**src/rtl/vga_plot_arbiter_if.sv**
```systemverilog
// -----------------------------------------------------------------------------
// vga_plot_arbiter_if
//   Bundles the CPU plot handshake, the screen-clear controls and the pixel
//   write port towards the VGA adapter.
//
//   CPU plot port      : cpu_plot, cpu_x[7:0], cpu_y[6:0], cpu_color[14:0],
//                        cpu_ready (driven by the arbiter)
//   Screen clear port  : clear_start, clear_color[14:0],
//                        clear_busy, clear_done (driven by the arbiter)
//   Status             : range_error (sticky, driven by the arbiter)
//   VGA write port     : vga_plot, vga_x[7:0], vga_y[6:0], vga_color[14:0]
//
//   modport master : the requester side (CPU / clear controller / observer)
//   modport slave  : the arbiter itself
// -----------------------------------------------------------------------------
interface vga_plot_arbiter_if;

  // CPU plot request
  logic        cpu_plot;
  logic [7:0]  cpu_x;
  logic [6:0]  cpu_y;
  logic [14:0] cpu_color;
  logic        cpu_ready;

  // Screen clear request
  logic        clear_start;
  logic [14:0] clear_color;
  logic        clear_busy;
  logic        clear_done;

  // Status
  logic        range_error;

  // Pixel write towards the VGA adapter
  logic        vga_plot;
  logic [7:0]  vga_x;
  logic [6:0]  vga_y;
  logic [14:0] vga_color;

  modport master (
    output cpu_plot, cpu_x, cpu_y, cpu_color,
    output clear_start, clear_color,
    input  cpu_ready, clear_busy, clear_done, range_error,
    input  vga_plot, vga_x, vga_y, vga_color
  );

  modport slave (
    input  cpu_plot, cpu_x, cpu_y, cpu_color,
    input  clear_start, clear_color,
    output cpu_ready, clear_busy, clear_done, range_error,
    output vga_plot, vga_x, vga_y, vga_color
  );

endinterface

```
**src/rtl/vga_plot_arbiter.sv**
```systemverilog
// -----------------------------------------------------------------------------
// vga_plot_arbiter
//   Shares a single VGA adapter pixel-write port between CPU plot requests and
//   a hardware full-screen fill. In IDLE the CPU may plot one pixel per cycle
//   (latency 1); a clear request takes priority and switches to CLEAR, where
//   every pixel of the screen is written in raster order, one per cycle, with
//   the colour captured when the clear was accepted.
//
//   Parameters
//     WIDTH  : screen width in pixels  (legal x = 0..WIDTH-1)
//     HEIGHT : screen height in pixels (legal y = 0..HEIGHT-1)
//
//   Ports
//     clock  : system clock, all state changes on its rising edge
//     reset  : synchronous active-high reset
//     bus    : vga_plot_arbiter_if.slave (CPU port, clear port, status,
//              VGA write port). Every output is registered except cpu_ready,
//              which is a combinational function of state and clear_start.
// -----------------------------------------------------------------------------
module vga_plot_arbiter #(
  parameter int WIDTH  = 160,
  parameter int HEIGHT = 120
) (
  input  logic               clock,
  input  logic               reset,
  vga_plot_arbiter_if.slave  bus
);

  typedef enum logic [0:0] {
    ST_IDLE  = 1'b0,
    ST_CLEAR = 1'b1
  } state_e;

  localparam logic [7:0] X_LAST = 8'(WIDTH - 1);
  localparam logic [6:0] Y_LAST = 7'(HEIGHT - 1);

  // True when (x, y) lies on the visible screen.
  function automatic logic in_range(input logic [7:0] x, input logic [6:0] y);
    logic ok;
    ok = (int'({24'd0, x}) < WIDTH) && (int'({25'd0, y}) < HEIGHT);
    return ok;
  endfunction

  // Next raster position {x, y}: x runs across a line, then wraps with y+1.
  function automatic logic [14:0] raster_next(input logic [7:0] x, input logic [6:0] y);
    logic [14:0] nxt;
    if (x == X_LAST) begin
      nxt = {8'd0, y + 7'd1};
    end else begin
      nxt = {x + 8'd1, y};
    end
    return nxt;
  endfunction

  state_e      state_q, state_d;
  logic [7:0]  cnt_x_q, cnt_x_d;
  logic [6:0]  cnt_y_q, cnt_y_d;
  logic [14:0] fill_color_q, fill_color_d;
  logic        vga_plot_q, vga_plot_d;
  logic [7:0]  vga_x_q, vga_x_d;
  logic [6:0]  vga_y_q, vga_y_d;
  logic [14:0] vga_color_q, vga_color_d;
  logic        clear_busy_q, clear_busy_d;
  logic        clear_done_q, clear_done_d;
  logic        range_error_q, range_error_d;

  logic        cpu_ready_s;
  logic        fill_last_s;
  logic [7:0]  next_x_s;
  logic [6:0]  next_y_s;

  // CPU handshake: a clear request in the same cycle wins over the CPU.
  always_comb begin
    cpu_ready_s = 1'b0;
    if ((state_q == ST_IDLE) && !bus.clear_start) begin
      cpu_ready_s = 1'b1;
    end else begin
      cpu_ready_s = 1'b0;
    end
  end

  // Next-state and registered-output logic for the IDLE/CLEAR machine.
  always_comb begin
    state_d        = state_q;
    cnt_x_d        = cnt_x_q;
    cnt_y_d        = cnt_y_q;
    fill_color_d   = fill_color_q;
    vga_plot_d     = 1'b0;
    vga_x_d        = vga_x_q;
    vga_y_d        = vga_y_q;
    vga_color_d    = vga_color_q;
    clear_busy_d   = clear_busy_q;
    clear_done_d   = 1'b0;
    range_error_d  = range_error_q;

    // The counters hold the pixel currently on the VGA port during CLEAR.
    fill_last_s           = (cnt_x_q == X_LAST) && (cnt_y_q == Y_LAST);
    {next_x_s, next_y_s}  = raster_next(cnt_x_q, cnt_y_q);

    case (state_q)
      ST_IDLE: begin
        if (bus.clear_start) begin
          // Pixel (0,0) is issued straight away so the fill spans exactly
          // WIDTH*HEIGHT cycles starting the cycle after acceptance.
          state_d      = ST_CLEAR;
          fill_color_d = bus.clear_color;
          cnt_x_d      = 8'd0;
          cnt_y_d      = 7'd0;
          clear_busy_d = 1'b1;
          vga_plot_d   = 1'b1;
          vga_x_d      = 8'd0;
          vga_y_d      = 7'd0;
          vga_color_d  = bus.clear_color;
        end else if (bus.cpu_plot) begin
          if (in_range(bus.cpu_x, bus.cpu_y)) begin
            vga_plot_d  = 1'b1;
            vga_x_d     = bus.cpu_x;
            vga_y_d     = bus.cpu_y;
            vga_color_d = bus.cpu_color;
          end else begin
            // Dropped request: VGA port keeps its previous pixel.
            range_error_d = 1'b1;
          end
        end else begin
          vga_plot_d = 1'b0;
        end
      end

      ST_CLEAR: begin
        // clear_start and clear_color are deliberately not looked at here.
        if (fill_last_s) begin
          state_d      = ST_IDLE;
          clear_busy_d = 1'b0;
          clear_done_d = 1'b1;
        end else begin
          cnt_x_d     = next_x_s;
          cnt_y_d     = next_y_s;
          vga_plot_d  = 1'b1;
          vga_x_d     = next_x_s;
          vga_y_d     = next_y_s;
          vga_color_d = fill_color_q;
        end
      end

      default: begin
        state_d      = ST_IDLE;
        clear_busy_d = 1'b0;
      end
    endcase
  end

  // State and output registers; reset also discards a request on the same edge.
  always_ff @(posedge clock) begin
    if (reset) begin
      state_q       <= ST_IDLE;
      cnt_x_q       <= 8'd0;
      cnt_y_q       <= 7'd0;
      fill_color_q  <= 15'd0;
      vga_plot_q    <= 1'b0;
      vga_x_q       <= 8'd0;
      vga_y_q       <= 7'd0;
      vga_color_q   <= 15'd0;
      clear_busy_q  <= 1'b0;
      clear_done_q  <= 1'b0;
      range_error_q <= 1'b0;
    end else begin
      state_q       <= state_d;
      cnt_x_q       <= cnt_x_d;
      cnt_y_q       <= cnt_y_d;
      fill_color_q  <= fill_color_d;
      vga_plot_q    <= vga_plot_d;
      vga_x_q       <= vga_x_d;
      vga_y_q       <= vga_y_d;
      vga_color_q   <= vga_color_d;
      clear_busy_q  <= clear_busy_d;
      clear_done_q  <= clear_done_d;
      range_error_q <= range_error_d;
    end
  end

  assign bus.cpu_ready   = cpu_ready_s;
  assign bus.clear_busy  = clear_busy_q;
  assign bus.clear_done  = clear_done_q;
  assign bus.range_error = range_error_q;
  assign bus.vga_plot    = vga_plot_q;
  assign bus.vga_x       = vga_x_q;
  assign bus.vga_y       = vga_y_q;
  assign bus.vga_color   = vga_color_q;

  vga_plot_arbiter_chk #(
    .WIDTH  (WIDTH),
    .HEIGHT (HEIGHT)
  ) u_chk (
    .clock       (clock),
    .reset       (reset),
    .cpu_ready   (cpu_ready_s),
    .clear_busy  (clear_busy_q),
    .clear_done  (clear_done_q),
    .range_error (range_error_q),
    .vga_plot    (vga_plot_q),
    .vga_x       (vga_x_q),
    .vga_y       (vga_y_q)
  );

endmodule

// -----------------------------------------------------------------------------
// vga_plot_arbiter_chk
//   Protocol properties of the arbiter outputs.
//   Ports: clock, reset, cpu_ready, clear_busy, clear_done, range_error,
//          vga_plot, vga_x, vga_y (all inputs).
// -----------------------------------------------------------------------------
module vga_plot_arbiter_chk #(
  parameter int WIDTH  = 160,
  parameter int HEIGHT = 120
) (
  input logic       clock,
  input logic       reset,
  input logic       cpu_ready,
  input logic       clear_busy,
  input logic       clear_done,
  input logic       range_error,
  input logic       vga_plot,
  input logic [7:0] vga_x,
  input logic [6:0] vga_y
);

  // The CPU is never granted while a fill owns the VGA port.
  a_ready_not_busy : assert property (@(posedge clock) disable iff (reset)
    !(cpu_ready && clear_busy));

  // clear_done marks the first idle cycle after a fill.
  a_done_after_busy : assert property (@(posedge clock) disable iff (reset)
    clear_done |-> (!clear_busy && $past(clear_busy)));

  // Only on-screen pixels ever reach the adapter.
  a_plot_in_range : assert property (@(posedge clock) disable iff (reset)
    vga_plot |-> ((int'({24'd0, vga_x}) < WIDTH) && (int'({25'd0, vga_y}) < HEIGHT)));

  // range_error only clears through reset.
  a_range_sticky : assert property (@(posedge clock) disable iff (reset)
    (!$past(reset) && $past(range_error)) |-> range_error);

endmodule

```
**src/flat_wrapper.sv**
```systemverilog
// flat-port wrapper written by rule: the top's interface ports become plain ports
module vga_plot_arbiter_flat 
#(
  parameter int WIDTH  = 160,
  parameter int HEIGHT = 120
)
  (clock, reset, bus_cpu_plot, bus_cpu_x, bus_cpu_y, bus_cpu_color, bus_clear_start, bus_clear_color, bus_cpu_ready, bus_clear_busy, bus_clear_done, bus_range_error, bus_vga_plot, bus_vga_x, bus_vga_y, bus_vga_color);
  vga_plot_arbiter_if bus_i ();
  input  logic clock;
  input  logic reset;
  input wire logic [$bits(bus_i.cpu_plot)-1:0] bus_cpu_plot;
  input wire logic [$bits(bus_i.cpu_x)-1:0] bus_cpu_x;
  input wire logic [$bits(bus_i.cpu_y)-1:0] bus_cpu_y;
  input wire logic [$bits(bus_i.cpu_color)-1:0] bus_cpu_color;
  input wire logic [$bits(bus_i.clear_start)-1:0] bus_clear_start;
  input wire logic [$bits(bus_i.clear_color)-1:0] bus_clear_color;
  output wire logic [$bits(bus_i.cpu_ready)-1:0] bus_cpu_ready;
  output wire logic [$bits(bus_i.clear_busy)-1:0] bus_clear_busy;
  output wire logic [$bits(bus_i.clear_done)-1:0] bus_clear_done;
  output wire logic [$bits(bus_i.range_error)-1:0] bus_range_error;
  output wire logic [$bits(bus_i.vga_plot)-1:0] bus_vga_plot;
  output wire logic [$bits(bus_i.vga_x)-1:0] bus_vga_x;
  output wire logic [$bits(bus_i.vga_y)-1:0] bus_vga_y;
  output wire logic [$bits(bus_i.vga_color)-1:0] bus_vga_color;
  assign bus_i.cpu_plot = bus_cpu_plot;
  assign bus_i.cpu_x = bus_cpu_x;
  assign bus_i.cpu_y = bus_cpu_y;
  assign bus_i.cpu_color = bus_cpu_color;
  assign bus_i.clear_start = bus_clear_start;
  assign bus_i.clear_color = bus_clear_color;
  assign bus_cpu_ready = bus_i.cpu_ready;
  assign bus_clear_busy = bus_i.clear_busy;
  assign bus_clear_done = bus_i.clear_done;
  assign bus_range_error = bus_i.range_error;
  assign bus_vga_plot = bus_i.vga_plot;
  assign bus_vga_x = bus_i.vga_x;
  assign bus_vga_y = bus_i.vga_y;
  assign bus_vga_color = bus_i.vga_color;
  vga_plot_arbiter #(.WIDTH(WIDTH), .HEIGHT(HEIGHT)) u_core (.clock(clock), .reset(reset), .bus(bus_i));
endmodule
```
**config.mk**
```make
export PLATFORM = sky130hd
export DESIGN_NAME = vga_plot_arbiter_flat
export DESIGN_NICKNAME = d
export VERILOG_FILES = /design/src/rtl/vga_plot_arbiter_if.sv /design/src/rtl/vga_plot_arbiter.sv /design/src/flat_wrapper.sv
export SDC_FILE = /design/constraint.sdc
export NUM_CORES = 1
export LEC_CHECK = 0
export BUFFER_PORTS_ARGS = -buffer_cell sky130_fd_sc_hd__buf_4
export CAP_MARGIN = 40
export CORE_MARGIN = 2
export CORE_UTILIZATION = 53
export CTS_CLUSTER_DIAMETER = 150
export DETAILED_ROUTE_END_ITERATION = 10
export GPL_ROUTABILITY_DRIVEN = 0
export PLACE_DENSITY = 0.85
export SLEW_MARGIN = 20
export SYNTH_ARGS = -nofsm -noshare
export SYNTH_HDL_FRONTEND = slang
export SYNTH_SLANG_ARGS = --single-unit
```
**constraint.sdc**
```tcl
create_clock -name clock -period 5.9 [get_ports clock]
set_input_delay 0.59 -clock clock [delete_from_list [all_inputs] [get_ports clock]]
set_output_delay 0.59 -clock clock [all_outputs]
set_load 0.01 [all_outputs]
```
==> results_dict.tcl, run 1 <==
set metrics [dict create \
    power_density_mw_per_mm2 283 \
    netlist_instances 407 \
    path_clk_slew_ns 0.07 \
    antenna_left 0 \
    dp.final_hpwl_um 5610 \
    syn_nets 458 \
    routed-via-count 3128 \
    cts_max_path_buffers 2 \
    h-tree-depth 3 \
    fin_crit_sh 0.480 \
    async_flop_share 0 \
    ctsHoldBuffers 0 \
    totalWireLength_um 8200 \
    cts-root-buf "clkbuf_8" \
    drv_slew 0 \
    layout_common_cells "nand2_1, buf_4, dfxtp_1" \
    fin_crit_ns 2.83 \
    drive_above_1_share 0.236 \
    worstPathArrival_ns 3.07 \
    tritoncts "built" \
    critPathLaunch "u_core.cnt_x_q[0]" \
    fin_tns_setup_ns 0 \
    portBuffers 83 \
    mappedNetlistArea_mm2 0.00321 \
    synth.distinct_cells 52 \
    hold_class "reg2reg" \
    grt_setup_unrepaired "false" \
    synth_area_leaders "dfxtp_1, nand2_1, a21oi_1" \
    clk_latency_ns 0.35 \
    crit_path_max_fanout 22 \
    fin_skew_ns 0.00762 \
    start_util 0.545 \
    row_count 28 \
    crit_path_start_kind "flip-flop" \
    reg2regPathDepth 6 \
    p_leak_nw 1.65 \
    vias_per_cell 5.66 \
    areaGrowthSynthToFinish_pct 26.0 \
    synth_seq_cells 65 \
    antenna_found_initial 0 \
    cts_buffers 9 \
    synth-simple-area-share 0.247 \
    layout_commonest_cell "nand2_1" \
    setup_violations 0 \
    wl_per_cell_um 14.8 \
    yosysWarningCount 0 \
    grt_max_degree 64 \
    critPathRequiredTime_ns 6.14 \
    core_area_mm2 0.00589 \
    post-cts-setup-buffers 0 \
    muxShareOfSynthArea 0.0600 \
    synth_top_family_by_area "simple AND/OR/NAND/NOR gates" \
    outcome "finished, final reports clean" \
    io_pins 84 \
    drc 0 \
    synth_top_area_frac 0.405 \
    worst_slew_pin_slew_ns 0.762 \
    fmax_mhz 353 \
    final-hold-violation-count 0 \
    nNetsFinal 524 \
    r2r_setup_slack_ns 3.07 \
    grt_overflow_total 0 \
    track_usage 0.252 \
    synthAdderAreaFrac 0.00779 \
    r2r-start "u_core.cnt_x_q[0]" \
    yosysSeqAreaShare 0.405 \
    die_y_um 81.8 \
    cap_violations 0 \
    grt_pass1_wl_um 12900 \
    report.power.total_w 0.00114 \
    hold_path_depth 2 \
    reg2reg_to "u_core.bus.vga_y[2]" \
    ir_worst_vdd_mv 0.238 \
    synth-xor-area-share 0.0218 \
    die_w_um 81.8 \
    synth_area_per_cell_um2 7.89 \
    grt_pass1_vias 2849 \
    synth_compound_gate_area_share 0.189 \
    criticalPathCategory "reg2reg" \
    dr.first_iter.drc_count 210 \
    synth_edf_count 0 \
    die_area_mm2 0.00670 \
    max-slew-margin-rel 0.491 \
    first_pass_iters 5 \
    synthFlopType "dfxtp_1" \
    antennaDiodeCount 0 \
    cts.sinks 65 \
    crit_path_end_kind "flip-flop" \
    crit_end "u_core.bus.vga_y[2]" \
    synth.largest_area_cell "dfxtp_1" \
    cts_resized 0 \
]
## critical path, cell delays in order (launching register included)
cell,delay (ns)
dfxtp_1,0.41
ha_1,0.30
nand4_1,0.38
nor4_4,0.74
or2_2,0.50
a2111oi_0,0.14
a31o_2,0.25
## per-layer routing
metal / vias up / global-route usage / routed length, um
met1: 1440 / 0.322 / 3540
met4: 0 / 0.125 / 217
met2: 123 / 0.408 / 3930
met5: - / 0 / 0
li1: 1546 / - / -
met3: 19 / 0.0440 / 511
## flip-flops by register name (all words and copies together), names as in the netlist, 7 cells and up
register and flops:
u_core.bus.vga_color 15, u_core.fill_color_q 15, u_core.bus.vga_x 8, u_core.cnt_x_q 8
u_core.bus.vga_y 7, u_core.cnt_y_q 7
## report_power, final
part / internal [W] / switching [W] / total [W]
combinational: 0.0000743 / 0.0000849 / 0.000159
clock: 0.000327 / 0.000182 / 0.000509
sequential: 0.000462 / 0.0000149 / 0.000477
total: 0.000863 / 0.000282 / 0.00114
## metrics by stage
| step | worst slack [ns] | hold slack [ns] | std cells | utilization | area, um^2 |
|---|---|---|---|---|---|
| after floorplan | 3.84 | 0.437 | 407 | - | 3210 |
| after global placement | 3.24 | 0.441 | 535 | 0.637 | 3750 |
| after detailed placement | 3.16 | 0.447 | 537 | 0.642 | 3780 |
| after CTS | 3.12 | 0.457 | 553 | 0.687 | 4040 |
| after global routing | 2.85 | 0.477 | 553 | 0.687 | 4040 |
| final | 3.07 | 0.457 | 553 | 0.687 | 4040 |
## cell usage after synthesis (2+ instances only)
cell,n
o21a_1,4
nor3b_1,2
nor4_1,2
or2_2,2
mux2_2,2
a221oi_1,3
o32ai_1,5
inv_1,8
o21ai_1,2
xor2_1,2
nor3_1,11
o21ai_0,20
o31ai_1,2
a211oi_1,3
nand2_1,96
clkbuf_1,18
nand3_1,9
dfxtp_1,65
nor2_1,29
nor4bb_1,2
xnor2_1,6
buf_2,4
buf_6,7
mux2i_1,17
ha_1,2
a21oi_1,48
a211oi_2,2
nand2b_1,2
nand4_1,7
a22oi_1,3
## worst min-delay path by stage
stage / startpoint / end
after global placement: u_core.fill_color_q[13] / u_core.fill_color_q[13]
after detailed placement: u_core.fill_color_q[12] / u_core.fill_color_q[12]
after CTS: u_core.fill_color_q[12] / u_core.fill_color_q[12]
after floorplan: u_core.fill_color_q[0] / u_core.fill_color_q[0]
after global routing: u_core.fill_color_q[12] / u_core.fill_color_q[12]
final: u_core.fill_color_q[0] / u_core.fill_color_q[0]
## kinds of logic (layout without fill, tap and decap cells)
logic type               Yosys count  in the layout
AO/OA/AOI/OAI                    100            100
flip-flops                        65             65
AND/OR/NAND/NOR                  174            174
buffers and inverters             39            110
multiplexers                      19             19
adder cells (fa/ha/maj)            2              2
XOR/XNOR                           8              8
## final cells by class
type	count	area (um^2)
Fill cell	481	1840
Sequential cell	65	1300
Multi-Input combinational cell	303	1690
Inverter	8	30.0
Timing Repair Buffer	86	662
Clock inverter	6	138
Tap cell	75	93.8
Clock buffer	10	128
Power figures use the tool's default switching activity.
==> inputs of run 2 (changes only) <==
clock period = 2.84 ns   (was 5.9 ns; I/O delays follow)
==> run 2 against run 1 <==
Non-clock buffer count up 4. Die area unchanged. Sequential cell count unchanged. Hold slack got worse by 0.27 ns. Sequential power increased by 110%. Largest cell class unchanged. Combinational power rose by 110%. Largest power group is now sequential cells. Worst setup slack lost 2.6 ns.
==> results_dict.tcl, run 2 (same netlist as run 1, synthesis figures left out) <==
set metrics [dict create \
    pwr-share-seq 0.457 \
    clockPowerShare 0.389 \
    fin_crit_ns 2.37 \
    p_sw_frac 0.261 \
    layout_common_cells "nand2_1, buf_4, dfxtp_1" \
    start_util 0.545 \
    fin_tns_setup_ns 0 \
    die_w_um 81.8 \
    cp_top_family "simple AND/OR/NAND/NOR gates" \
    reg2reg_to "u_core.cnt_x_q[5]" \
    areaGrowthSynthToFinish_pct 24.7 \
    finalWorstSetupSlack_ns 0.473 \
    track_usage 0.260 \
    cts_max_path_buffers 2 \
    die_y_um 81.8 \
    p_leak_nw 1.64 \
    cts_resized 0 \
    critPathSlowestCell "or2_1" \
    path_clk_slew_ns 0.08 \
    post-cts-setup-buffers 0 \
    critPathLaunch "u_core.cnt_x_q[0]" \
    reg2regPathDepth 6 \
    cts.sinks 65 \
    outcome "finished, final reports clean" \
    cp_cell_sequence "ha_1 > nand4_1 > nor4_4 > or2_1 > a21oi_1 > a211oi_1" \
    cap_violations 0 \
    r2r-start "u_core.cnt_x_q[0]" \
    tritoncts "built" \
    io_pins 84 \
    h-tree-depth 3 \
    worstPathArrival_ns 2.62 \
    antennaDiodeCount 0 \
    combPwrFrac 0.154 \
    hold_class "in2reg" \
    clk_latency_ns 0.34 \
    drive_above_1_share 0.243 \
    critPathRequiredTime_ns 3.09 \
    cp.depth 6 \
    cts_buffers 9 \
    ir_worst_vdd_mv 0.396 \
    grt_setup_unrepaired "false" \
    grt_overflow_total 0 \
    antenna_left 0 \
    layout_commonest_cell "nand2_1" \
    grt_pass1_wl_um 13400 \
    ctsHoldBuffers 0 \
    crit_end "u_core.cnt_x_q[5]" \
    cp_num_buf_inv 0 \
    crit_path_end_kind "flip-flop" \
    row_count 28 \
    fin_skew_ns 0.0113 \
    core_area_mm2 0.00589 \
    p_switching_w 0.000565 \
    criticalPathCategory "reg2reg" \
    wl_per_cell_um 15.0 \
    final_cells 557 \
    fin_crit_sh 0.834 \
    crit_path_max_fanout 15 \
    antenna_found_initial 0 \
    drv_slew 0 \
    r2r_setup_slack_ns 0.47 \
    final-hold-violation-count 0 \
    grt_max_degree 43 \
    totalWireLength_um 8380 \
    routed-via-count 3159 \
    fillers 491 \
    internal-power_w 0.00160 \
    portBuffers 83 \
    dp.final_hpwl_um 5920 \
    slowest_delay_ns 0.48 \
    fmax_mhz 422 \
    worst_slew_pin_slew_ns 0.779 \
    cts-root-buf "clkbuf_8" \
    die_area_mm2 0.00670 \
    setup_violations 0 \
    crit_path_start_kind "flip-flop" \
    grt_pass1_vias 2889 \
    first_pass_iters 4 \
    vias_per_cell 5.67 \
    placedCellCount 541 \
    dp_slack_ns 0.490 \
    drc 0 \
    max-slew-margin-rel 0.479 \
    dr.first_iter.drc_count 178 \
    power_density_mw_per_mm2 542 \
    nNetsFinal 528 \
]
## run 2: cell types whose count changed in the layout (fill, tap and decap cells not counted), sizes merged
cell,previous run,this run
clkinvlp,0,1
buf,86,90
bufinv,4,2
inv,10,8
clkinv,0,3
## run 2: worst register-to-register path: cells and delay by family (launching register included)
family	cells	cell delay (ns)
fa+ha+maj	1	0.29
compound gates	2	0.33
simple gates	3	1.25
flops	1	0.39
## run 2: metal layers
| layer | routed length (um) | GRT usage | up-vias |
|---|---|---|---|
| met2 | 4190 | 0.450 | 131 |
| li1 | - | - | 1561 |
| met5 | 0 | 0 | - |
| met3 | 524 | 0.0352 | 12 |
| met1 | 3510 | 0.327 | 1455 |
| met4 | 152 | 0.102 | 0 |
## run 2: worst min-delay path by stage
stage               slack (ns)                        to  cells past startpoint                     start
CTS                       0.19    u_core.fill_color_q[3]                      3        bus_clear_color[3]
global placement          0.44  u_core.bus.vga_color[13]                      2  u_core.bus.vga_color[13]
global route              0.19    u_core.fill_color_q[7]                      3        bus_clear_color[7]
floorplan                 0.42    u_core.fill_color_q[0]                      2        bus_clear_color[0]
finish                    0.19    u_core.fill_color_q[7]                      3        bus_clear_color[7]
detailed placement        0.45   u_core.fill_color_q[14]                      2   u_core.fill_color_q[14]
## run 2: power by group through the flow
stage / combinational [W] / clock (W) / sequential [W]
2_1_floorplan: 0.000178 / 0 / 0.00102
3_3_place_gp: 0.000321 / 0 / 0.00101
3_5_place_dp: 0.000331 / 0 / 0.00101
4_1_cts: 0.000333 / 0.000848 / 0.000992
5_1_grt: 0.000369 / 0.000892 / 0.000997
6_report: 0.000333 / 0.000844 / 0.000993
## run 2: cell type report
cell class | count | area (um^2) | share of cell area
Multi-Input combinational cell | 303 | 1690 | 0.422
Sequential cell | 65 | 1300 | 0.325
Timing Repair Buffer | 90 | 676 | 0.169
Clock buffer | 10 | 128 | 0.0319
Tap cell | 75 | 93.8 | 0.0234
Clock inverter | 6 | 82.6 | 0.0206
Inverter | 8 | 30.0 | 0.00750
## run 2: through the flow
step           area [um^2]   util  power [W]  hold WS, ns
3_3_place_gp          3790  0.644    0.00133        0.442
6_report              4000  0.680    0.00217        0.191
4_1_cts               4000  0.680    0.00217        0.190
3_5_place_dp          3790  0.644    0.00134        0.447
5_1_grt               4000  0.680    0.00226        0.195
2_1_floorplan         3210      -    0.00120        0.420
